**src/rtl/csa_wide_add_seq.sv**
```systemverilog
// Wide adder sequencer: NUM_SEG slices of SEG_WIDTH bits, LSB slice first,
// through one shared carry-select segment adder with a registered slice carry.

module csa_seg #(
  parameter int W = 37
) (
  input  logic [W-1:0] a,
  input  logic [W-1:0] b,
  output logic [W-1:0] sum,
  output logic         cout
);
  localparam int L = W / 2;
  localparam int H = W - L;

  logic [L:0] lo;
  logic [H:0] hi0;
  logic [H:0] hi1;

  assign lo  = {1'b0, a[L-1:0]} + {1'b0, b[L-1:0]};
  assign hi0 = {1'b0, a[W-1:L]} + {1'b0, b[W-1:L]};
  assign hi1 = hi0 + 1'b1;

  // Upper half is precomputed for both carries and picked by the lower carry.
  assign {cout, sum} = lo[L] ? {hi1, lo[L-1:0]}
                             : {hi0, lo[L-1:0]};
endmodule

module csa_wide_add_seq #(
  parameter int SEG_WIDTH = 37,
  parameter int NUM_SEG   = 4
) (
  input  logic                         i_clk,
  input  logic                         i_rst_n,
  input  logic                         i_valid,
  output logic                         o_ready,
  input  logic [SEG_WIDTH*NUM_SEG-1:0] i_add_term1,
  input  logic [SEG_WIDTH*NUM_SEG-1:0] i_add_term2,
  input  logic                         i_cin,
  output logic                         o_valid,
  input  logic                         i_ready,
  output logic [SEG_WIDTH*NUM_SEG-1:0] o_sum,
  output logic                         o_cout,
  output logic                         o_busy
);
  localparam int TW = SEG_WIDTH * NUM_SEG;
  localparam int IW = (NUM_SEG > 1) ? $clog2(NUM_SEG) : 1;

  typedef enum logic [1:0] {
    IDLE,
    RUN,
    DONE
  } state_t;

  state_t state;
  state_t state_nx;

  logic [TW-1:0]        a_q;
  logic [TW-1:0]        b_q;
  logic [TW-1:0]        sum_q;
  logic                 carry_q;
  logic                 cout_q;
  logic [IW-1:0]        idx_q;
  logic [SEG_WIDTH-1:0] a_s;
  logic [SEG_WIDTH-1:0] b_s;
  logic [SEG_WIDTH-1:0] s_a;
  logic [SEG_WIDTH-1:0] seg;
  logic                 c_a;
  logic                 c_next;
  logic                 accept;
  logic                 last;

  assign a_s = a_q[int'(idx_q)*SEG_WIDTH +: SEG_WIDTH];
  assign b_s = b_q[int'(idx_q)*SEG_WIDTH +: SEG_WIDTH];

  csa_seg #(.W(SEG_WIDTH)) u_seg (
    .a    (a_s),
    .b    (b_s),
    .sum  (s_a),
    .cout (c_a)
  );

  // Increment overflow only when s_a is all ones, which rules out c_a.
  assign seg    = s_a + SEG_WIDTH'(carry_q);
  assign c_next = c_a | (carry_q & (&s_a));

  assign accept = i_valid && (state == IDLE);
  assign last   = (idx_q == IW'(NUM_SEG - 1));

  assign o_ready = (state == IDLE);
  assign o_valid = (state == DONE);
  assign o_busy  = (state == RUN);
  assign o_sum   = sum_q;
  assign o_cout  = cout_q;

  always_ff @(posedge i_clk) begin
    if (!i_rst_n) state <= IDLE;
    else          state <= state_nx;
  end

  always_comb begin
    state_nx = state;
    unique case (state)
      IDLE:    if (accept)  state_nx = RUN;
      RUN:     if (last)    state_nx = DONE;
      DONE:    if (i_ready) state_nx = IDLE;
      default: state_nx = IDLE;
    endcase
  end

  always_ff @(posedge i_clk) begin
    if (!i_rst_n) begin
      a_q     <= '0;
      b_q     <= '0;
      sum_q   <= '0;
      carry_q <= 1'b0;
      cout_q  <= 1'b0;
      idx_q   <= '0;
    end else if (accept) begin
      a_q     <= i_add_term1;
      b_q     <= i_add_term2;
      carry_q <= i_cin;
      idx_q   <= '0;
    end else if (state == RUN) begin
      sum_q[int'(idx_q)*SEG_WIDTH +: SEG_WIDTH] <= seg;
      carry_q <= c_next;
      idx_q   <= last ? '0 : idx_q + 1'b1;
      if (last) cout_q <= c_next;
    end
  end
endmodule

```
**config.mk**
```make
export PLATFORM = sky130hd
export DESIGN_NAME = csa_wide_add_seq
export DESIGN_NICKNAME = d
export VERILOG_FILES = /design/src/rtl/csa_wide_add_seq.sv
export SDC_FILE = /design/constraint.sdc
export NUM_CORES = 1
export LEC_CHECK = 0
export CORE_MARGIN = 2
export CORE_UTILIZATION = 35
export CTS_CLUSTER_DIAMETER = 200
export DETAILED_ROUTE_END_ITERATION = 8
export GPL_TIMING_DRIVEN = 0
export HOLD_SLACK_MARGIN = 0.1
export PLACE_DENSITY_LB_ADDON = 0.05
export SLEW_MARGIN = 20
export SYNTH_ARGS = -nofsm -noshare
export SYNTH_HDL_FRONTEND = slang
export SYNTH_SLANG_ARGS = --single-unit
```
**constraint.sdc**
```tcl
create_clock -name i_clk -period 7.7 [get_ports i_clk]
set_input_delay 1.54 -clock i_clk [delete_from_list [all_inputs] [get_ports i_clk]]
set_output_delay 1.54 -clock i_clk [all_outputs]
set_load 0.005 [all_outputs]
```
==> results_dict.tcl, run 1 <==
set metrics [dict create \
    switchingPower_mw 1.63 \
    post-route-period-util_pct 94.3 \
    startpoint_type "flip-flop" \
    io_buffer_count 452 \
    layout_common_cells "nand2_1 (716), clkdlybuf4s50_1 (452), dfxtp_1 (450)" \
    start_util_pct 35.5 \
    p_int_mw 4.32 \
    ff2ff_setup_slack_ns 0.44 \
    powerDensity_nw_per_um2 207 \
    leakagePower_nw 10.2 \
    viasPerCell 5.28 \
    grt_pass1_vias 20000 \
    synth_top_area_cell "dfxtp_1" \
    hp-class "flip-flop to flip-flop" \
    report.final.slew_viol_count 0 \
    grt_antenna_before_repair 1 \
    r2r_cells 15 \
    reg2reg_from "idx_q[1]" \
    clk_path_buf_depth 3 \
    dp.cells 3676 \
    place_ws_ns -0.211 \
    track_usage_pct 25.7 \
    max_freq_mhz 138 \
    cp_data_required_time_ns 8.13 \
    endpoint_kind "flip-flop" \
    grt_pass1_wl_um 123000 \
    finish.utilization_pct 47.4 \
    wirelength_um 83200 \
    cts_tree "done" \
    dr_total_vias 19900 \
    rsz0062_at_grt "false" \
    cts_htree_levels 2 \
    cts_sinks 450 \
    grt_max_degree 14 \
    skew_ns 0.0323 \
    finalWorstSetupSlack_ns 0.442 \
    combinationalPowerShare_pct 16.8 \
    avgRoutedWirePerCell_um 22.1 \
    min_from "o_sum[109]" \
    synthesis.area_um2 21500 \
    rows 90 \
    hpwlAfterDp_um 66400 \
    gp_congestion 0.907 \
    n_antenna_cell 0 \
    first_pass_iters 7 \
    cts_buffers 50 \
    tightestPinTransition_ns 1.10 \
    syn_avg_cell_area_um2 8.79 \
    crit_arrival_ns 7.69 \
    critical_path_class "flip-flop to flip-flop" \
    synth_cells 2442 \
    final_net_count 3295 \
    layout_commonest_cell "nand2_1" \
    rr_endpoint "o_sum[63]" \
    ios 453 \
    yosysWarnings 0 \
    dieHeight_um 252 \
    drive_gt1_share_pct 6.07 \
    syn2layout_area_growth_pct 33.6 \
    cts_root_buffer "clkbuf_16" \
    ir_drop_mv 0.163 \
    synth-seq-cells 450 \
    min_path_cells 2 \
    crit_fanout 10 \
    synthArstFlopShare_pct 0 \
    yosys-top-cells-area "dfxtp_1 (42%), nand2_1 (13%), a21boi_0 (11%), mux4_2 (7.8%), clkbuf_1 (2.7%)" \
    synth_nets 2791 \
    power_switching_share_pct 27.4 \
    ys_types 77 \
    maxCapViolCount 0 \
    ys_seq_area_share_pct 42.0 \
    seqPwrFrac_pct 42.0 \
    pwr-share-clk_pct 41.2 \
    setup_viol 0 \
    finalHoldViolCount 0 \
    relSlewSlack_pct 26.0 \
    nFillCells 5872 \
    drtIter0Drc 1245 \
    fp.dieW_um 252 \
    core_area_um2 60500 \
    synth_ff_type "dfxtp_1" \
    postRouteAntennaNets 0 \
    gr-total-overflow 0 \
    finalNonFillerCells 3763 \
    path_clk_slew_ns 0.05 \
    hold-path-endpoint "o_sum[109]" \
    min_period_ns 7.26 \
    drc_errors 0 \
    status "finished, final reports clean" \
    die_area_um2 63300 \
    clk-insertion-delay-late_ns 0.61 \
    synth_edf_count 0 \
    synth_top_area_share_pct 42.0 \
]
-- repair_timing --
action                                  CTS  global route
cloned                                    0             0
buffers inserted                          0             0
endpoints found under the setup margin    8            12
resized for setup                         1             5
hold buffers                              0             0
-- how the worst max path moves through the flow --
| stage | depth (start not counted) | slack [ns] | start | to |
|---|---|---|---|---|
| after global routing | 16 | 0.004 | idx_q[0] | o_sum[70] |
| after detailed placement | 17 | -0.21 | idx_q[0] | o_sum[70] |
| after global placement | 17 | -0.16 | idx_q[0] | o_sum[33] |
| final | 15 | 0.44 | idx_q[1] | o_sum[63] |
| after CTS | 17 | 0.15 | idx_q[0] | o_sum[70] |
| after floorplan | 17 | 1.89 | idx_q[0] | o_sum[107] |
-- power by group through the flow --
stage	Clock [mW]	Combinational (mW)	Sequential (mW)
floorplan	0	0.537	2.52
global placement	0	0.981	2.54
detailed placement	0	0.991	2.55
CTS	2.49	0.996	2.50
global route	2.59	1.08	2.51
finish	2.45	0.996	2.50
-- per-layer routing --
layer	track usage, %	wire (um)	part of all wire (%)
met5	0	0	0
met3	3.06	4350	5.2
met1	34.5	37700	45
met4	7.40	2190	2.6
met2	43.3	39000	47
-- layout make-up --
cell class                      instances  area [um2]  area share [%]
Inverter                               11        41.3           0.144
Tap cell                              782         978            3.41
Clock inverter                         13         195           0.681
Multi-Input combinational cell       1806       11800            41.0
Buffer                                175         673            2.35
Clock buffer                           74        1480            5.17
Sequential cell                       450        9010            31.4
Timing Repair Buffer                  452        4520            15.8
-- registers in the layout (all words and copies together) (netlist names) --
name / flops
idx_q: 2
state: 2
o_cout: 1
carry_q: 1
a_q: 148
b_q: 148
o_sum: 148
-- cells by family (layout without fill, tap and decap cells) --
group	Yosys count	count (layout)	synth area share [%]
simple gates	1002	1002	20.3
compound gates	619	619	21.1
flops	450	450	42.0
buf+inv	186	725	3.29
mux	81	81	8.11
xor+xnor	56	56	2.29
fa+ha+maj	48	48	2.87
-- metrics by stage --
step / hold WS, ns / power (mW) / area [um2] / setup TNS (ns)
2_1_floorplan: 0.440 / 3.06 / 21500 / 0
3_3_place_gp: 0.438 / 3.53 / 27000 / -0.705
3_5_place_dp: 0.445 / 3.54 / 27000 / -1.32
4_1_cts: 0.456 / 5.99 / 28700 / 0
5_1_grt: 0.473 / 6.18 / 28700 / 0
6_report: 0.448 / 5.94 / 28700 / 0
-- Yosys cell counts, types with 24 or more instances --
library cell    n
clkbuf_1      156
nor2_1         45
ha_1           46
xnor2_1        36
dfxtp_1       450
mux4_2         74
o21ai_0        58
a21boi_0      310
nand2_1       716
nor3_1         24
nor2b_1        78
a22oi_1        77
nand3_1        25
a21oi_1        35
-- worst max-delay path, cell delays in order (launching register included) --
cell       delay [ns]
dfxtp_1          0.56
buf_1            0.75
clkbuf_1         0.76
mux4_2           0.46
ha_1             0.25
fa_1             0.44
a21o_1           0.20
a221o_1          0.41
a2111oi_0        0.40
nor3_1           0.11
xnor2_1          0.24
nor4_1           0.76
nand2_1          0.40
o221a_2          0.33
a311oi_1         0.81
o21ai_0          0.21
Note: power is estimated with default switching activity, not from simulation.
==> run 2: changes to the inputs <==
--- a/config.mk
+++ b/config.mk
@@ -10,7 +10,7 @@
 export CTS_CLUSTER_DIAMETER = 200
 export DETAILED_ROUTE_END_ITERATION = 8
 export GPL_TIMING_DRIVEN = 0
-export HOLD_SLACK_MARGIN = 0.1
+export HOLD_SLACK_MARGIN = 0.08
 export PLACE_DENSITY_LB_ADDON = 0.05
 export SLEW_MARGIN = 20
 export SYNTH_ARGS = -nofsm -noshare
==> results of run 2 <==
The final DEF is identical to that of run 1; final timing and power are the same.
